`config.mk`:
```
export PLATFORM = sky130hd
export DESIGN_NAME = uart_test_gen
export DESIGN_NICKNAME = d
export VERILOG_FILES = /design/src/rtl/uart_test_pkg.sv /design/src/rtl/uart_echo_fifo.sv /design/src/rtl/uart_test_gen.sv
export SDC_FILE = /design/constraint.sdc
export NUM_CORES = 1
export LEC_CHECK = 0
export CORE_ASPECT_RATIO = 0.6
export CORE_MARGIN = 2
export CORE_UTILIZATION = 36
export CTS_CLUSTER_SIZE = 12
export DETAILED_ROUTE_END_ITERATION = 10
export SYNTH_ARGS = -nofsm -noshare
export SYNTH_HDL_FRONTEND = slang
export SYNTH_HIERARCHICAL = 1
export SYNTH_SLANG_ARGS = --single-unit
```
`constraint.sdc`:
```
create_clock -name clk -period 3.2 [get_ports clk]
set_input_delay 0.32 -clock clk [delete_from_list [all_inputs] [get_ports clk]]
set_output_delay 0.32 -clock clk [all_outputs]
set_load 0.005 [all_outputs]
```
`src/rtl/uart_test_pkg.sv`:
```
`default_nettype none
// ============================================================================
// Module      : uart_test_pkg
// Description : Shared definitions for the UART traffic generator: mode bit
//               positions, ASCII bytes of the status message, FSM state
//               encoding and a nibble-to-ASCII-hex helper.
// Revision    : 1.0 - initial release
// ============================================================================
package uart_test_pkg;

    // Bit positions inside the 2-bit mode input
    localparam int c_mode_msg  = 0;
    localparam int c_mode_echo = 1;

    // Fixed bytes of the status message "CNT:xxxx\r\n"
    localparam logic [7:0] c_ascii_c     = 8'h43;
    localparam logic [7:0] c_ascii_n     = 8'h4E;
    localparam logic [7:0] c_ascii_t     = 8'h54;
    localparam logic [7:0] c_ascii_colon = 8'h3A;
    localparam logic [7:0] c_ascii_cr    = 8'h0D;
    localparam logic [7:0] c_ascii_lf    = 8'h0A;

    typedef enum logic [2:0] {
        S_IDLE      = 3'd0,
        S_MSG_SEND  = 3'd1,
        S_MSG_WAIT  = 3'd2,
        S_ECHO_SEND = 3'd3,
        S_ECHO_WAIT = 3'd4
    } state_t;

    // 0-9 -> '0'-'9', 10-15 -> 'A'-'F'
    function automatic logic [7:0] nibble_to_hex(input logic [3:0] i_nib);
        if (i_nib < 4'd10) begin
            return 8'h30 + {4'h0, i_nib};
        end
        return 8'h37 + {4'h0, i_nib};
    endfunction

endpackage
`default_nettype wire

```
`src/rtl/uart_echo_fifo.sv`:
```
`default_nettype none
// ============================================================================
// Module      : uart_echo_fifo
// Description : Synchronous first-word-fall-through byte FIFO used to hold
//               received bytes until they are echoed.
//   clk, rst   : clock, synchronous active-high reset
//   i_flush    : empties the FIFO (pointers cleared)
//   i_push     : write i_wdata (ignored when full, even with a same-cycle pop)
//   i_pop      : discard the head entry (ignored when empty)
//   o_rdata    : head entry, valid while o_empty=0
//   o_full     : no free entry
//   o_empty    : no stored entry
// Revision    : 1.0 - initial release
// ============================================================================
module uart_echo_fifo #(
    parameter int ECHO_DEPTH = 16
) (
    input  logic       clk,
    input  logic       rst,
    input  logic       i_flush,
    input  logic       i_push,
    input  logic [7:0] i_wdata,
    input  logic       i_pop,
    output logic [7:0] o_rdata,
    output logic       o_full,
    output logic       o_empty
);

    localparam int c_aw = $clog2(ECHO_DEPTH);

    logic [7:0]    r_mem [ECHO_DEPTH];
    // One extra pointer bit distinguishes full from empty
    logic [c_aw:0] r_wptr;
    logic [c_aw:0] r_rptr;
    logic          w_full;
    logic          w_empty;
    logic          w_do_push;
    logic          w_do_pop;

    assign w_empty   = (r_wptr == r_rptr);
    assign w_full    = (r_wptr[c_aw] != r_rptr[c_aw]) &&
                       (r_wptr[c_aw-1:0] == r_rptr[c_aw-1:0]);
    // Push is qualified by the current full flag, so a same-cycle pop on a
    // full FIFO does not make room for it.
    assign w_do_push = i_push && !w_full;
    assign w_do_pop  = i_pop && !w_empty;

    always_ff @(posedge clk) begin
        if (rst || i_flush) begin
            r_wptr <= '0;
            r_rptr <= '0;
        end else begin
            if (w_do_push) begin
                r_wptr <= r_wptr + 1'b1;
            end
            if (w_do_pop) begin
                r_rptr <= r_rptr + 1'b1;
            end
        end
    end

    always_ff @(posedge clk) begin
        if (w_do_push) begin
            r_mem[r_wptr[c_aw-1:0]] <= i_wdata;
        end
    end

    assign o_rdata = r_mem[r_rptr[c_aw-1:0]];
    assign o_full  = w_full;
    assign o_empty = w_empty;

endmodule
`default_nettype wire

```
`src/rtl/uart_test_gen.sv`:
```
`default_nettype none
// ============================================================================
// Module      : uart_test_gen
// Description : UART traffic source. Periodically sends "CNT:<hex count>\r\n"
//               and/or echoes received bytes through the transmit handshake.
//   clk, rst          : clock, synchronous active-high reset
//   i_mode[1:0]       : bit0 periodic message enable, bit1 echo enable
//   i_tx_busy         : UART transmitter busy
//   o_tx_en/o_tx_data : one-cycle transmit strobe and its byte
//   i_rx_data/i_rx_done : received byte and its one-cycle strobe
//   o_echo_overflow   : sticky, an echo byte was dropped on a full FIFO
//   o_msg_count       : number of completed status messages
// Revision    : 1.0 - initial release
// ============================================================================
module uart_test_gen
    import uart_test_pkg::*;
#(
    parameter int SYS_CLK_FRP = 50_000_000,
    parameter int INTERVAL_MS = 1000,
    parameter int ECHO_DEPTH  = 16,
    parameter int CNT_W       = 16
) (
    input  logic             clk,
    input  logic             rst,
    input  logic [1:0]       i_mode,
    input  logic             i_tx_busy,
    output logic             o_tx_en,
    output logic [7:0]       o_tx_data,
    input  logic [7:0]       i_rx_data,
    input  logic             i_rx_done,
    output logic             o_echo_overflow,
    output logic [CNT_W-1:0] o_msg_count
);

    localparam int c_tick_cycles = SYS_CLK_FRP / 1000 * INTERVAL_MS;
    localparam int c_tick_w      = (c_tick_cycles > 1) ? $clog2(c_tick_cycles) : 1;
    localparam int c_digits      = CNT_W / 4;
    localparam int c_msg_len     = 6 + c_digits;
    localparam int c_idx_w       = $clog2(c_msg_len);

    localparam logic [c_tick_w-1:0] c_tick_last = c_tick_w'(c_tick_cycles - 1);
    localparam logic [c_idx_w-1:0]  c_idx_cr    = c_idx_w'(c_msg_len - 2);
    localparam logic [c_idx_w-1:0]  c_idx_lf    = c_idx_w'(c_msg_len - 1);
    // Digit at message index k shows nibble (c_digits+3-k) of the snapshot
    localparam logic [c_idx_w-1:0]  c_nib_base  = c_idx_w'(c_digits + 3);

    state_t               r_state;
    state_t               w_state_next;
    logic                 r_guard;
    logic [c_tick_w-1:0]  r_tick_cnt;
    logic                 r_msg_req;
    logic [c_idx_w-1:0]   r_idx;
    logic [CNT_W-1:0]     r_snap;
    logic [CNT_W-1:0]     r_msg_count;
    logic                 r_tx_en;
    logic [7:0]           r_tx_data;
    logic                 r_overflow;

    logic                 w_mode_msg;
    logic                 w_mode_echo;
    logic                 w_tick;
    logic                 w_start_msg;
    logic                 w_start_echo;
    logic                 w_load_msg;
    logic [c_idx_w-1:0]   w_next_idx;
    logic [c_idx_w-1:0]   w_digit_sel;
    logic [3:0]           w_nib;
    logic [7:0]           w_msg_byte;
    logic                 w_lf_fire;
    logic                 w_fifo_push;
    logic                 w_fifo_pop;
    logic [7:0]           w_fifo_rdata;
    logic                 w_fifo_full;
    logic                 w_fifo_empty;

    assign w_mode_msg  = i_mode[c_mode_msg];
    assign w_mode_echo = i_mode[c_mode_echo];
    assign w_tick      = w_mode_msg && (r_tick_cnt == c_tick_last);
    assign w_fifo_push = i_rx_done && w_mode_echo;
    assign w_fifo_pop  = (r_state == S_ECHO_SEND);
    assign w_lf_fire   = (r_state == S_MSG_SEND) && (r_idx == c_idx_lf);

    uart_echo_fifo #(
        .ECHO_DEPTH (ECHO_DEPTH)
    ) u_fifo (
        .clk     (clk),
        .rst     (rst),
        .i_flush (!w_mode_echo),
        .i_push  (w_fifo_push),
        .i_wdata (i_rx_data),
        .i_pop   (w_fifo_pop),
        .o_rdata (w_fifo_rdata),
        .o_full  (w_fifo_full),
        .o_empty (w_fifo_empty)
    );

    // Next-state logic. The WAIT states skip their first cycle so that the
    // transmitter has time to raise busy after the strobe.
    always_comb begin
        w_state_next = r_state;
        w_start_msg  = 1'b0;
        w_start_echo = 1'b0;
        w_load_msg   = 1'b0;
        w_next_idx   = r_idx;
        case (r_state)
            S_IDLE: begin
                if (!i_tx_busy) begin
                    if (r_msg_req) begin
                        w_state_next = S_MSG_SEND;
                        w_start_msg  = 1'b1;
                        w_load_msg   = 1'b1;
                        w_next_idx   = '0;
                    end else if (!w_fifo_empty && w_mode_echo) begin
                        w_state_next = S_ECHO_SEND;
                        w_start_echo = 1'b1;
                    end
                end
            end
            S_MSG_SEND:  w_state_next = S_MSG_WAIT;
            S_MSG_WAIT: begin
                if (!r_guard && !i_tx_busy) begin
                    if (r_idx == c_idx_lf) begin
                        w_state_next = S_IDLE;
                    end else begin
                        w_state_next = S_MSG_SEND;
                        w_load_msg   = 1'b1;
                        w_next_idx   = r_idx + 1'b1;
                    end
                end
            end
            S_ECHO_SEND: w_state_next = S_ECHO_WAIT;
            S_ECHO_WAIT: begin
                if (!r_guard && !i_tx_busy) begin
                    w_state_next = S_IDLE;
                end
            end
            default:     w_state_next = S_IDLE;
        endcase
    end

    // Message byte at index w_next_idx
    assign w_digit_sel = c_nib_base - w_next_idx;
    assign w_nib       = 4'(r_snap >> {w_digit_sel, 2'b00});

    always_comb begin
        w_msg_byte = nibble_to_hex(w_nib);
        if (w_next_idx == c_idx_w'(0)) begin
            w_msg_byte = c_ascii_c;
        end else if (w_next_idx == c_idx_w'(1)) begin
            w_msg_byte = c_ascii_n;
        end else if (w_next_idx == c_idx_w'(2)) begin
            w_msg_byte = c_ascii_t;
        end else if (w_next_idx == c_idx_w'(3)) begin
            w_msg_byte = c_ascii_colon;
        end else if (w_next_idx == c_idx_cr) begin
            w_msg_byte = c_ascii_cr;
        end else if (w_next_idx == c_idx_lf) begin
            w_msg_byte = c_ascii_lf;
        end
    end

    always_ff @(posedge clk) begin
        if (rst) begin
            r_state     <= S_IDLE;
            r_guard     <= 1'b0;
            r_tick_cnt  <= '0;
            r_msg_req   <= 1'b0;
            r_idx       <= '0;
            r_snap      <= '0;
            r_msg_count <= '0;
            r_tx_en     <= 1'b0;
            r_tx_data   <= '0;
            r_overflow  <= 1'b0;
        end else begin
            r_state <= w_state_next;
            r_guard <= (r_state == S_MSG_SEND) || (r_state == S_ECHO_SEND);

            if (!w_mode_msg || w_tick) begin
                r_tick_cnt <= '0;
            end else begin
                r_tick_cnt <= r_tick_cnt + 1'b1;
            end

            // Starting a message consumes the request; a tick while a
            // request is still pending is lost.
            if (!w_mode_msg || w_start_msg) begin
                r_msg_req <= 1'b0;
            end else if (w_tick) begin
                r_msg_req <= 1'b1;
            end

            // Strobe and data are registered so they land in the SEND state
            r_tx_en <= w_load_msg || w_start_echo;
            if (w_load_msg) begin
                r_tx_data <= w_msg_byte;
                r_idx     <= w_next_idx;
            end else if (w_start_echo) begin
                r_tx_data <= w_fifo_rdata;
            end

            if (w_start_msg) begin
                r_snap <= r_msg_count;
            end
            if (w_lf_fire) begin
                r_msg_count <= r_msg_count + 1'b1;
            end

            if (w_fifo_push && w_fifo_full) begin
                r_overflow <= 1'b1;
            end
        end
    end

    assign o_tx_en         = r_tx_en;
    assign o_tx_data       = r_tx_data;
    assign o_echo_overflow = r_overflow;
    assign o_msg_count     = r_msg_count;

endmodule
`default_nettype wire

```
# After elaboration in Yosys (flattened, before gate mapping)
# Memories as Yosys holds them, arrays and structs flattened. A register that Yosys moved wholly into a read port is not among the register bits.
# Cells that the tools add are included.
classes:
  addsub: 8
  shift: 1
  n_lt_le_gt_ge: 1
  mux: 37
  n_reduce_logical: 26
  n_eq_ne: 18
op_table:
  columns: ["operator", "n"]
  rows:
  - ["$mux 8", 10]
  - ["$add 26x1->26 const B", 1]
  - ["$eq 26x26->1 const B", 1]
  - ["$mux 4", 6]
  - ["$add 16x1->16 const B", 1]
  - ["$shr 16x6->4", 1]
  - ["$mux 3", 5]
  - ["$pmux 3 s5", 1]
  - ["$add 6x4->7 const A", 2]
  - ["$mux 1", 13]
  - ["$eq 4x4->1 const B", 3]
  - ["$add 5x1->5 const B", 2]
  - ["$logic_and 1x1->1", 9]
  - ["$eq 4x2->1 const B", 2]
  - ["$pmux 4 s2", 1]
  - ["$eq 3x2->1 const B", 2]
  - ["$logic_not 1->1", 6]
  - ["$ne 2x2->1 const B", 3]
  - ["$eq 5x5->1", 1]
  - ["$logic_or 1x1->1", 5]
  - ["$add 4x1->4 const B", 1]
  - ["$eq 4x1->1 const B", 1]
  - ["$eq 4x4->1", 1]
  - ["$logic_not 4->1", 1]
  - ["other kinds (11)", 12]
totals:
  mem_count: 1
  wordCells: 104
  in_bits: 14
  output_inout_bits: 26
  ram_bits: 128
  reg_bits: 87
memory_table:
  columns: ["memory", "words", "word_bits", "rd", "rd_ports_with_merged_regs", "wr", "line", "text"]
  rows:
  - ["u_fifo.r_mem", 16, 8, 1, 1, 1, "uart_echo_fifo.sv:31", "logic [7:0] r_mem [ECHO_DEPTH];"]

# Logic depth before layout (Yosys ltp)
# Gate-level depths: netlist of the first run.
depth:
  ltp_word: 16
  ltp_mapped: 15
  depth_no_buf: 13

# Cells and area by module
# Netlist of the first run, hierarchy kept.
modules_own_cells:
  columns: ["mod", "cells_each", "seq_area_each_um2", "instances", "area_each_um2"]
  rows:
  - ["uart_echo_fifo", 282, 4124.0, 1, 5833.1]
  - ["uart_test_gen", 449, 1541.5, 1, 3723.6]

# Worst setup path before layout of the first run
# OpenSTA, ideal clock, no wires.
synth_timing:
  kind: "register to register"
  startpoint: "register r_idx[1]"
  endpoint: "register r_tx_data[2] (netlist: o_tx_data[2])"
  arrival_time_ps: 3191
  path_buffers: 2
  required_ps: 3138
  synth_period_minus_slack_ps: 3253
  path_slack_ps: -53
  stages_incl_launch_ff: 16
  setup_time_ps: 62
  cell_sequence: "dfxtp_1 -> inv_1 -> ha_1 -> and3b_1 -> clkbuf_1 -> or4_4 -> a21o_4 -> buf_6 -> mux2i_1 -> mux2_2 -> nand2b_1 -> ha_1 -> o211ai_1 -> a311oi_1 -> or4b_1 -> nand3_1"
synth_between:
  elab_chain_cells: 16
  elab_cells_between_ends: 32
  classes_between: "add/sub: 4; order compare: 1; eq/ne: 6; shift: 1; mux: 18; reduce/logical: 2"
synth_lines:
  columns: ["element", "line", "text"]
  rows:
  - ["start: declaration", "uart_test_gen.sv:52", "logic [c_idx_w-1:0] r_idx;"]
  - ["start signal: assignment", "uart_test_gen.sv:196", "r_idx <= w_next_idx;"]
  - ["$add 4x1->4 or $eq 4x4->1 (tied branches)", "uart_test_gen.sv:127, uart_test_gen.sv:122", null]
  - ["$mux 4", "uart_test_gen.sv:122", "if (r_idx == c_idx_lf) begin"]
  - ["$mux 4", "uart_test_gen.sv:121", "if (!r_guard && !i_tx_busy) begin"]
  - ["$pmux 4 s2", "uart_test_gen.sv:105", "case (r_state)"]
  - ["$sub 3x4->4", "uart_test_gen.sv:142", "assign w_digit_sel = c_nib_base - w_next_idx;"]
  - ["$shr 16x6->4", "uart_test_gen.sv:143", "assign w_nib = 4'(r_snap >> {w_digit_sel, 2'b00});"]
  - ["$add 6x4->7 or $lt 4x4->1 (tied branches)", "uart_test_pkg.sv:34, uart_test_pkg.sv:33", null]
  - ["$mux 8 or $mux 1 (tied branches)", "uart_test_pkg.sv:33", "if (i_nib < 4'd10) begin"]
  - ["$mux 8", "uart_test_pkg.sv:36", "return 8'h37 + {4'h0, i_nib};"]
  - ["$mux 8", "uart_test_gen.sv:157", "end else if (w_next_idx == c_idx_lf) begin"]
  - ["$mux 8", "uart_test_gen.sv:155", "end else if (w_next_idx == c_idx_cr) begin"]
  - ["$mux 8", "uart_test_gen.sv:153", "end else if (w_next_idx == c_idx_w'(3)) begin"]
  - ["$mux 8", "uart_test_gen.sv:151", "end else if (w_next_idx == c_idx_w'(2)) begin"]
  - ["$mux 8", "uart_test_gen.sv:149", "end else if (w_next_idx == c_idx_w'(1)) begin"]
  - ["$mux 8", "uart_test_gen.sv:147", "if (w_next_idx == c_idx_w'(0)) begin"]
  - ["$mux 8", "uart_test_gen.sv:194", "if (w_load_msg) begin"]
  - ["end signal: assignment", "uart_test_gen.sv:195", "r_tx_data <= w_msg_byte;"]
  - ["end signal: assignment", "uart_test_gen.sv:198", "r_tx_data <= w_fifo_rdata;"]
  - ["end: declaration", "uart_test_gen.sv:56", "logic [7:0] r_tx_data;"]
# Several ways; a longest one is shown, not always the timed one. The select of a mux whose other input is x is not followed.
# A chain may end at the register's enable or synchronous reset.

# Worst setup path in the final report of the first run
# Ends and elaborated chain as after synthesis.

==> impl_metrics.py, run 1 <==
metrics = {
    "timing": {
        "fin_crit_ns": 3.03,
        "fmax_ghz": 0.330,
        "slew_violations": 0,
        "holdWs_ns": 0.198,
        "skew_ns": 0.0140,
        "setup_violations": 0,
        "fin_ws_ns": 0.165,
        "worst_pin_slew_ns": 0.693,
        "final-hold-violation-count": 0,
        "period_share_pct": 94.8,
        "relSlewSlack_pct": 53.6,
        "rsz0062_at_grt": "false",
    },
    "clock_tree": {
        "cts_buffer_depth": 3,
        "ctsRootBufferMaster": "clkbuf_16",
        "path_clk_slew_ns": 0.06,
        "cts_buffers": 23,
        "clock-sinks": 219,
        "clock_latency_ns": 0.54,
        "h-tree-depth": 1,
        "cts_tree": "built",
    },
    "die": {
        "core_area_mm2": 0.0262,
        "dieArea_mm2": 0.0279,
        "die_w_um": 214,
        "die_h_um": 130,
        "initial_core_util_pct": 36.4,
        "rows": 46,
        "pin_count": 40,
    },
    "critical_path": {
        "critPathLaunchType": "flip-flop",
        "arrival_ns": 3.51,
        "crit_top_cell": "ha_1",
        "crit_required_ns": 3.67,
        "path_delay_family": "simple AND/OR/NAND/NOR gates",
        "critPathSlowestCell": "or4_4",
        "path_cells": "inv_1 > ha_1 > and3b_1 > or4_4 > a21o_4 > mux2i_1 > mux2_2 > nand2b_1 > ha_1 > o211ai_1 > a311oi_1 > or4b_1 > nand3_1",
        "path_class": "reg -> reg",
        "cp_slowest_stage_delay_ns": 0.49,
        "path_buf_inv": 1,
        "end_kind": "flip-flop",
        "critPathMaxFanout": 6,
    },
    "logic_synthesis": {
        "syn_inst": 731,
        "yosysUniqueCellTypes": 72,
        "ys_seq_area_share_pct": 59.3,
        "synth-edff-count": 128,
        "yosys_warnings": 6,
        "async_reset_ff_share_pct": 0,
        "avgSynthCellArea_um2": 13.1,
        "syn-num-nets": 755,
        "syn_area_mm2": 0.00956,
        "synthFlopType": "edfxtp_1",
        "yosys_register_bits": 219,
    },
    "drt": {
        "ant_nets": 0,
        "totalWireLength_mm": 21.5,
        "num_vias": 6109,
        "dr.pass1.iters": 5,
        "via_per_inst": 5.15,
        "post_drt_wl_per_cell_um": 18.1,
        "drt_iter0_markers": 595,
        "drc_errors": 0,
    },
    "final_layout": {
        "finalCoreUtilization_pct": 42.9,
        "syn2layout_area_growth_pct": 17.7,
        "multi_input_area_mm2": 0.00364,
        "n_fill_cell": 2427,
        "n_antenna_cell": 0,
        "drive_gt1_share_pct": 13.9,
        "ff_latch_area_mm2": 0.00567,
        "nets": 833,
    },
    "global_routing": {
        "grt_max_degree": 40,
        "grt_util_all_layers_pct": 15.3,
        "grt_pass1_wl_mm": 32.8,
        "antenna_found_initial": 0,
        "grt-ovfl-total": 0,
        "grt_pass1_vias": 5633,
    },
    "pwr": {
        "p_per_area_mw_per_mm2": 501,
        "p_leak_uw": 0.00385,
        "irDropWorstVdd_uv": 266,
    },
    "placement": {
        "routabilityCongestion": 0.805,
        "portBuffers": 39,
        "pre_cts_ws_ns": -0.199,
        "dp_hpwl_mm": 14.8,
    },
    "run_status": {
        "status": "finished, final reports clean",
    },
    "hold_path": {
        "hold_class": "in -> reg",
    },
    "job": {
        "drv_cap": 0,
    },
}
## path summary, 6_finish.rpt
check                              startpoint       endpoint  slack (ns)  depth (start not counted)
worst max-delay path                 r_idx[1]   o_tx_data[2]        0.17                         13
worst min-delay path                      rst       r_idx[3]        0.20                          2
worst max register to register       r_idx[1]   o_tx_data[2]        0.17                         13
worst min register to register  r_tick_cnt[0]  r_tick_cnt[0]        0.44                          1
## registers in the layout, indices dropped and copies added (netlist names), named ones only
| name | flops |
|---|---|
| o_echo_overflow | 1 |
| u_fifo/r_wptr | 5 |
| r_msg_req | 1 |
| u_fifo/r_mem | 128 |
| r_state | 3 |
| o_tx_en | 1 |
| r_guard | 1 |
| r_idx | 4 |
| o_tx_data | 8 |
| o_msg_count | 16 |
| r_tick_cnt | 26 |
| r_snap | 16 |
| u_fifo/r_rptr | 5 |
## stage by stage
| stage | std cells | setup TNS (ns) | cell area, um2 | total power, uW |
|---|---|---|---|---|
| 2_1_floorplan | 731 | 0 | 9560 | 3130 |
| 3_3_place_gp | 1142 | -0.169 | 10500 | 3210 |
| 3_5_place_dp | 1142 | -0.214 | 10500 | 3210 |
| 4_1_cts | 1184 | 0 | 11200 | 5690 |
| 5_1_grt | 1186 | 0 | 11300 | 5820 |
| 6_report | 1186 | 0 | 11300 | 5630 |
## metal layers
layer,routed length [um],GRT usage (%)
met5,0,0
met4,324,2.98
met3,1340,3.80
met2,8130,20.1
met1,11700,24.9
## final cells by class
class,instances,share of cell area (%)
Clock buffer,38,5.73
Timing Repair Buffer,87,6.63
Inverter,15,0.500
Multi-Input combinational cell,463,32.4
Tap cell,360,4.00
Clock inverter,4,0.345
Sequential cell,219,50.4
## report_power, final
part           switching, uW  internal (uW)
Clock                   1100           1390
Sequential              6.48           2990
Combinational           97.6           56.2
Total                   1200           4430
## cells in the final DEF, fill, tap and decap left out, types with 3 or more instances in the layout
cell type | synthesis | routed
mux4_2 | 16 | 16
nor3_1 | 8 | 8
edfxtp_1 | 128 | 128
and3_1 | 24 | 24
o211ai_1 | 3 | 3
nand2_1 | 69 | 69
nor2_1 | 72 | 72
clkbuf_16 | 0 | 23
clkdlybuf4s50_1 | 0 | 38
buf_4 | 0 | 48
o21ai_0 | 13 | 13
a31oi_1 | 5 | 5
o21a_1 | 5 | 5
nor4_1 | 6 | 6
xor2_1 | 26 | 26
mux4_1 | 24 | 24
and4_1 | 3 | 3
clkbuf_1 | 18 | 12
dfxtp_1 | 91 | 89
and2_1 | 11 | 11
a311o_1 | 3 | 3
nand3_1 | 18 | 18
a31o_2 | 3 | 3
ha_1 | 10 | 10
or3_1 | 11 | 11
inv_1 | 15 | 15
nand4_1 | 14 | 14
mux2i_1 | 19 | 19
a21oi_1 | 38 | 38
xnor2_1 | 14 | 14
## kinds of logic (layout without fill, tap and decap cells)
family / Yosys count / count (layout) / synth area share (%)
muxes: 60 / 60 / 12.5
DFF: 219 / 219 / 59.3
buffers and inverters: 49 / 144 / 2.68
xor gates and xnor gates: 40 / 40 / 3.67
adders and majority gates: 10 / 10 / 1.31
AOI/OAI and AO/OA: 99 / 99 / 7.41
and+or+nand+nor: 254 / 254 / 13.2
## synth_stat cells (3+ instances only)
cell type / count / area (um2)
a211oi_1: 3 / 22.5
a21oi_1: 38 / 190
a311o_1: 3 / 30.0
a31o_2: 3 / 26.3
a31oi_1: 5 / 31.3
and2_1: 11 / 68.8
and3_1: 24 / 150
and4_1: 3 / 26.3
buf_1: 6 / 22.5
buf_2: 3 / 15.0
buf_6: 4 / 45.0
clkbuf_1: 18 / 67.6
dfxtp_1: 91 / 1820
edfxtp_1: 128 / 3840
ha_1: 10 / 125
inv_1: 15 / 56.3
mux2i_1: 19 / 190
mux4_1: 24 / 631
mux4_2: 16 / 360
nand2_1: 69 / 259
nand3_1: 18 / 90.1
nand4_1: 14 / 87.6
nor2_1: 72 / 270
nor3_1: 8 / 40.0
nor4_1: 6 / 37.5
o211ai_1: 3 / 22.5
o21a_1: 5 / 37.5
o21ai_0: 13 / 65.1
or3_1: 11 / 68.8
xnor2_1: 14 / 123
xor2_1: 26 / 228
## worst reg2reg max path, delay by kind of cell (launching register included)
| family | cells | cell delay (ns) |
|---|---|---|
| fa+ha+maj | 2 | 0.37 |
| buf+inv | 1 | 0.04 |
| mux | 2 | 0.39 |
| flops | 1 | 0.36 |
| compound gates | 3 | 0.43 |
| simple gates | 5 | 1.39 |
## timing repair
item	4_1_cts	5_1_grt
hold buffers	0	0
endpoints found under the setup margin	0	1
setup buffers	0	2
gates resized for setup	0	3
Note: power is estimated with default switching activity, not from simulation.
==> run 2, diff against run 1 <==
--- a/config.mk
+++ b/config.mk
@@ -6,10 +6,11 @@
 export NUM_CORES = 1
 export LEC_CHECK = 0
 export CORE_ASPECT_RATIO = 0.6
-export CORE_MARGIN = 2
+export CORE_MARGIN = 3
 export CORE_UTILIZATION = 36
 export CTS_CLUSTER_SIZE = 12
 export DETAILED_ROUTE_END_ITERATION = 10
+export HOLD_SLACK_MARGIN = 0.05
 export SYNTH_ARGS = -nofsm -noshare
 export SYNTH_HDL_FRONTEND = slang
 export SYNTH_HIERARCHICAL = 1
==> run 2 against run 1 <==
Setup slack got worse by 0.11 ns. Critical path depth increased by 1. Non-clock buffer count increased by 11. Flip-flop and latch count unchanged. Sequential power about the same. Hold slack got worse by 0.036 ns. Sequential share of layout area decreased by 0.64 points. Power about the same. Clock-buffer cell count decreased by 2. Clock power about the same. Utilization increased by 1.5 points. Fmax decreased by 3.4%. Largest cell class unchanged. Highest routed layer unchanged.
==> impl_metrics.py, run 2 (synthesis gave the netlist of run 1 again) <==
metrics = {
    "run_status": {
        "status": "finished, final reports clean",
    },
    "final_layout": {
        "drive_gt1_share_pct": 15.9,
        "layout_commonest_cell": "edfxtp_1",
        "largest_reg_flops": 128,
        "syn2layout_area_growth_pct": 19.2,
        "mostFrequentLayoutCells": "128 x edfxtp_1, 89 x dfxtp_1, 72 x nor2_1, 69 x nand2_1, 59 x buf_4",
        "finalCoreUtilization_pct": 44.4,
        "multi_input_area_mm2": 0.00371,
        "final_cell_area_mm2": 0.0114,
        "n_fill_cell": 2351,
        "ff_latch_area_mm2": 0.00567,
        "n_antenna_cell": 0,
        "nets": 844,
    },
    "die": {
        "pin_count": 40,
        "core_area_mm2": 0.0257,
        "dieArea_mm2": 0.0286,
        "rows": 45,
        "initial_core_util_pct": 37.2,
        "die_w_um": 216,
        "die_h_um": 132,
    },
    "global_routing": {
        "antenna_found_initial": 1,
        "grt_pass1_vias": 5744,
        "grt_max_degree": 45,
        "grt-ovfl-total": 0,
        "grt_util_all_layers_pct": 15.1,
        "grt_pass1_wl_mm": 33.8,
    },
    "critical_path": {
        "critPathMaxFanout": 7,
        "end_kind": "flip-flop",
        "crit_required_ns": 3.57,
        "arrival_ns": 3.52,
        "critPathLaunchType": "flip-flop",
        "path_class": "reg -> reg",
    },
    "job": {
        "drv_cap": 0,
    },
    "timing": {
        "final-hold-violation-count": 0,
        "fin_crit_ns": 3.14,
        "setup_violations": 0,
        "worst_pin_slew_ns": 0.707,
        "fmax_ghz": 0.318,
        "period_share_pct": 98.2,
        "skew_ns": 0.0150,
        "relSlewSlack_pct": 52.7,
        "slew_violations": 0,
    },
    "clock_tree": {
        "cts_tree": "built",
        "clock_latency_ns": 0.51,
        "cts_buffers": 23,
        "path_clk_slew_ns": 0.06,
        "ctsRootBufferMaster": "clkbuf_16",
        "cts_buffer_depth": 3,
        "h-tree-depth": 1,
        "clock-sinks": 219,
    },
    "drt": {
        "drt_iter0_markers": 512,
        "ant_nets": 0,
        "totalWireLength_mm": 21.8,
        "via_per_inst": 5.14,
        "drc_errors": 0,
        "num_vias": 6105,
        "post_drt_wl_per_cell_um": 18.4,
        "dr.pass1.iters": 5,
    },
    "placement": {
        "routabilityCongestion": 0.799,
        "dp_hpwl_mm": 15.1,
        "place_area_mm2": 0.0106,
        "portBuffers": 39,
    },
    "pwr": {
        "p_leak_uw": 0.00393,
        "irDropWorstVdd_uv": 244,
        "p_per_area_mw_per_mm2": 495,
    },
    "hold_path": {
        "hold_class": "in -> reg",
    },
}
==> run 2: cell types whose count changed in the layout (fill, tap and decap cells not counted), sizes merged <==
cell,change
buf,+11
clkbuf,-2
bufinv,+1
==> run 2: layer usage <==
layer	GRT usage (%)	up-vias	wire length (um)
met1	25.2	2966	11300
met5	0	-	0
met4	2.59	0	266
li1	-	2949	-
met3	3.41	22	1500
met2	19.6	168	8730
==> run 2: final timing paths <==
check           startpoint              end  slack (ns)  cells past startpoint
max reg2reg       r_idx[1]     o_tx_data[2]        0.06                     14
min reg2reg  r_tick_cnt[0]    r_tick_cnt[0]        0.44                      1
max               r_idx[1]     o_tx_data[2]        0.06                     14
min                    rst  o_echo_overflow        0.16                      2
==> run 2: metrics by stage <==
| stage | TNS, ns | hold slack [ns] | instances | worst slack (ns) | power (uW) |
|---|---|---|---|---|---|
| 2_1_floorplan | 0 | 0.413 | 731 | 0.0103 | 3130 |
| 3_3_place_gp | -0.275 | 0.427 | 1142 | -0.257 | 3210 |
| 3_5_place_dp | -0.469 | 0.435 | 1142 | -0.348 | 3210 |
| 4_1_cts | 0 | 0.150 | 1183 | 0.0255 | 5700 |
| 5_1_grt | -0.0623 | 0.174 | 1188 | -0.0623 | 5850 |
| 6_report | 0 | 0.162 | 1188 | 0.0584 | 5640 |
==> run 2: critical path: stages (launching register included) <==
cell,delay (ns)
dfxtp_2,0.33
inv_2,0.04
ha_4,0.14
and3b_2,0.22
or4_4,0.55
a21o_4,0.26
buf_4,0.15
a221oi_4,0.31
nor2_1,0.10
nand2_1,0.12
ha_4,0.14
o211ai_1,0.11
a311oi_2,0.30
or4b_1,0.16
nand3_1,0.07
==> run 2: power by group <==
part / total, uW / internal [uW] / leakage (uW) / switching (uW)
Clock: 2480 / 1440 / 0.000333 / 1040
Sequential: 3000 / 2990 / 0.00189 / 6.20
Combinational: 159 / 60.6 / 0.00171 / 98.2
Total: 5640 / 4490 / 0.00393 / 1140
==> run 2: final cells by class <==
cell class / instances / share of cell area (%)
sequential: 219 / 49.8
inverter: 15 / 0.494
clock buffer: 36 / 5.57
multi-input combinational: 463 / 32.5
tap: 352 / 3.87
clock inverter: 5 / 0.494
timing repair buffer: 98 / 7.27
==> run 2: repair_timing <==
item                       4_1_cts  5_1_grt
hold buffers                     0        0
hold endpoints to repair         0        0
pin swaps                        0        6
cloned                           0        0
setup endpoints to repair        1        1
gates resized for setup          1       12
buffers inserted                 0        5
==> run 3, diff against run 2 <==
--- a/config.mk
+++ b/config.mk
@@ -11,6 +11,8 @@
 export CTS_CLUSTER_SIZE = 12
 export DETAILED_ROUTE_END_ITERATION = 10
 export HOLD_SLACK_MARGIN = 0.05
+export PLACE_DENSITY = 0.64
+export SKIP_LAST_GASP = 1
 export SYNTH_ARGS = -nofsm -noshare
 export SYNTH_HDL_FRONTEND = slang
 export SYNTH_HIERARCHICAL = 1
==> constraint.sdc (replaced) <==
create_clock -name clk -period 3.4 [get_ports clk]
set_input_delay 0.34 -clock clk [delete_from_list [all_inputs] [get_ports clk]]
set_output_delay 0.34 -clock clk [all_outputs]
set_load 0.005 [all_outputs]
==> run 3 against run 2 <==
Sequential share of layout area is 0.96 points higher. Die area stayed put. Register-to-register slack better by 0.11 ns. First-iteration DRC count is 13% higher. Routed wire length is 1.3% lower. Fmax is 2.7% lower. Power is 4.4% lower. Utilization is 0.84 points lower. Clock-buffer cell count is 2 higher. Cell count is 2.2% lower. Clock power is 2% lower. Sequential power is 6% lower.
==> impl_metrics.py, run 3 (synthesis gave the netlist of run 1 again) <==
metrics = {
    "die": {
        "core_area_mm2": 0.0257,
        "die_h_um": 132,
        "die_w_um": 216,
        "initial_core_util_pct": 37.2,
        "pin_count": 40,
        "dieArea_mm2": 0.0286,
        "rows": 45,
    },
    "critical_path": {
        "startpoint": "r_idx[1]",
        "arrival_ns": 3.68,
        "reg2reg_from": "r_idx[1]",
        "crit_required_ns": 3.86,
        "path_class": "reg -> reg",
        "path_cells": "inv_1 > ha_1 > and3b_1 > or4_4 > a21o_4 > mux2i_1 > mux2_2 > nand2b_1 > ha_1 > o211ai_1 > a311oi_1 > or4b_1 > nand3_1",
        "cp_slowest_stage_delay_ns": 0.52,
        "ff2ff_path_depth": 13,
        "critPathSlowestCell": "or4_4",
        "path_buf_inv": 1,
        "rrSetupSlack_ns": 0.17,
        "crit_top_cell": "ha_1",
        "path_delay_family": "simple AND/OR/NAND/NOR gates",
        "end_kind": "flip-flop",
        "critPathLaunchType": "flip-flop",
        "critPathMaxFanout": 8,
        "cp.depth": 13,
        "timing.rr.end": "o_tx_data[2]",
        "endpoint": "o_tx_data[2]",
    },
    "placement": {
        "pre_cts_ws_ns": -0.113,
        "portBuffers": 39,
        "dp_hpwl_mm": 15.0,
        "routabilityCongestion": 0.886,
        "place_area_mm2": 0.0105,
    },
    "drt": {
        "via_per_inst": 5.28,
        "totalWireLength_mm": 21.5,
        "num_vias": 6133,
        "post_drt_wl_per_cell_um": 18.5,
        "drt_iter0_markers": 576,
        "ant_nets": 0,
        "drc_errors": 0,
        "dr.pass1.iters": 5,
    },
    "hold_path": {
        "hold_class": "in -> reg",
    },
    "clock_tree": {
        "ctsRootBufferMaster": "clkbuf_16",
        "holdBufCountCts": 0,
        "clock_latency_ns": 0.53,
        "h-tree-depth": 1,
        "cts_buffer_depth": 3,
        "clock-sinks": 219,
        "path_clk_slew_ns": 0.06,
        "cts_buffers": 23,
        "cts_tree": "built",
    },
    "timing": {
        "slew_violations": 0,
        "fin_crit_ns": 3.23,
        "fmax_ghz": 0.310,
        "final-hold-violation-count": 0,
        "period_share_pct": 94.9,
        "worst_pin_slew_ns": 0.919,
        "setup_violations": 0,
        "relSlewSlack_pct": 38.5,
        "rsz0062_at_grt": "false",
        "fin_ws_ns": 0.172,
        "skew_ns": 0.0168,
        "setup_tns_ns": 0,
    },
    "pwr": {
        "p_per_area_mw_per_mm2": 482,
        "irDropWorstVdd_uv": 334,
        "finalPower_uw": 5390,
        "p_leak_uw": 0.00380,
    },
    "final_layout": {
        "mostFrequentLayoutCells": "128 x edfxtp_1, 89 x dfxtp_1, 72 x nor2_1, 69 x nand2_1",
        "n_antenna_cell": 0,
        "finalCoreUtilization_pct": 43.5,
        "layout_commonest_cell": "edfxtp_1",
        "final_cell_area_mm2": 0.0112,
        "largest_reg_flops": 128,
        "syn2layout_area_growth_pct": 16.9,
        "drive_gt1_share_pct": 12.5,
        "nets": 818,
    },
    "job": {
        "drv_cap": 0,
    },
    "global_routing": {
        "grt_max_degree": 48,
        "antenna_found_initial": 1,
        "grt_util_all_layers_pct": 14.7,
        "grt-ovfl-total": 0,
        "grt_pass1_wl_mm": 32.8,
        "grt_pass1_vias": 5604,
    },
    "run_status": {
        "status": "finished, final reports clean",
    },
}
run 3: cell count changes in the layout (fill, tap and decap cells not counted), moves of 2 or more:
cell / previous run / this run
a221oi_1: 0 / 2
buf_12: 0 / 2
buf_4: 59 / 31
clkbuf_1: 12 / 10
clkbuf_2: 0 / 3
ha_1: 8 / 10
ha_4: 2 / 0
inv_6: 2 / 0
run 3: repair_timing:
| action | 4_1_cts | 5_1_grt |
|---|---|---|
| setup endpoints to repair | 0 | 1 |
| buffers inserted | 0 | 0 |
| gates resized for setup | 0 | 1 |
run 3: through the flow:
step | std cells | hold slack [ns]
detailed placement | 1121 | 0.440
CTS | 1162 | 0.0927
finish | 1162 | 0.121
global placement | 1121 | 0.421
floorplan | 731 | 0.413
global route | 1162 | 0.116
run 3: worst min-delay path by stage:
stage                              from         endpoint  slack [ns]  cells past startpoint
after floorplan           r_tick_cnt[0]    r_tick_cnt[0]        0.41                      1
after global placement    r_tick_cnt[0]    r_tick_cnt[0]        0.42                      1
after detailed placement  r_tick_cnt[0]    r_tick_cnt[0]        0.44                      1
after CTS                           rst  o_echo_overflow        0.09                      2
after global routing                rst  o_echo_overflow        0.12                      2
final                               rst  o_echo_overflow        0.12                      2
run 3: per-layer routing:
layer,part of all wire (%),track usage [%]
met5,0.060,0
met3,8.2,3.96
met2,39,19.6
met1,51,23.6
met4,1.3,2.77
run 3: power by group:
part	switching [uW]	leakage, uW	internal (uW)
clock network	1010	0.000353	1410
registers	6.37	0.00189	2810
logic	95.3	0.00156	52.1
run 3: area by class of cell:
class                      count  area, um2
fill                        2368      14500
tap                          352        440
clock inverter                 3       56.3
timing repair buffer          72        658
sequential                   219       5670
clock buffer                  38        661
multi-input combinational    463       3630
inverter                      15       56.3
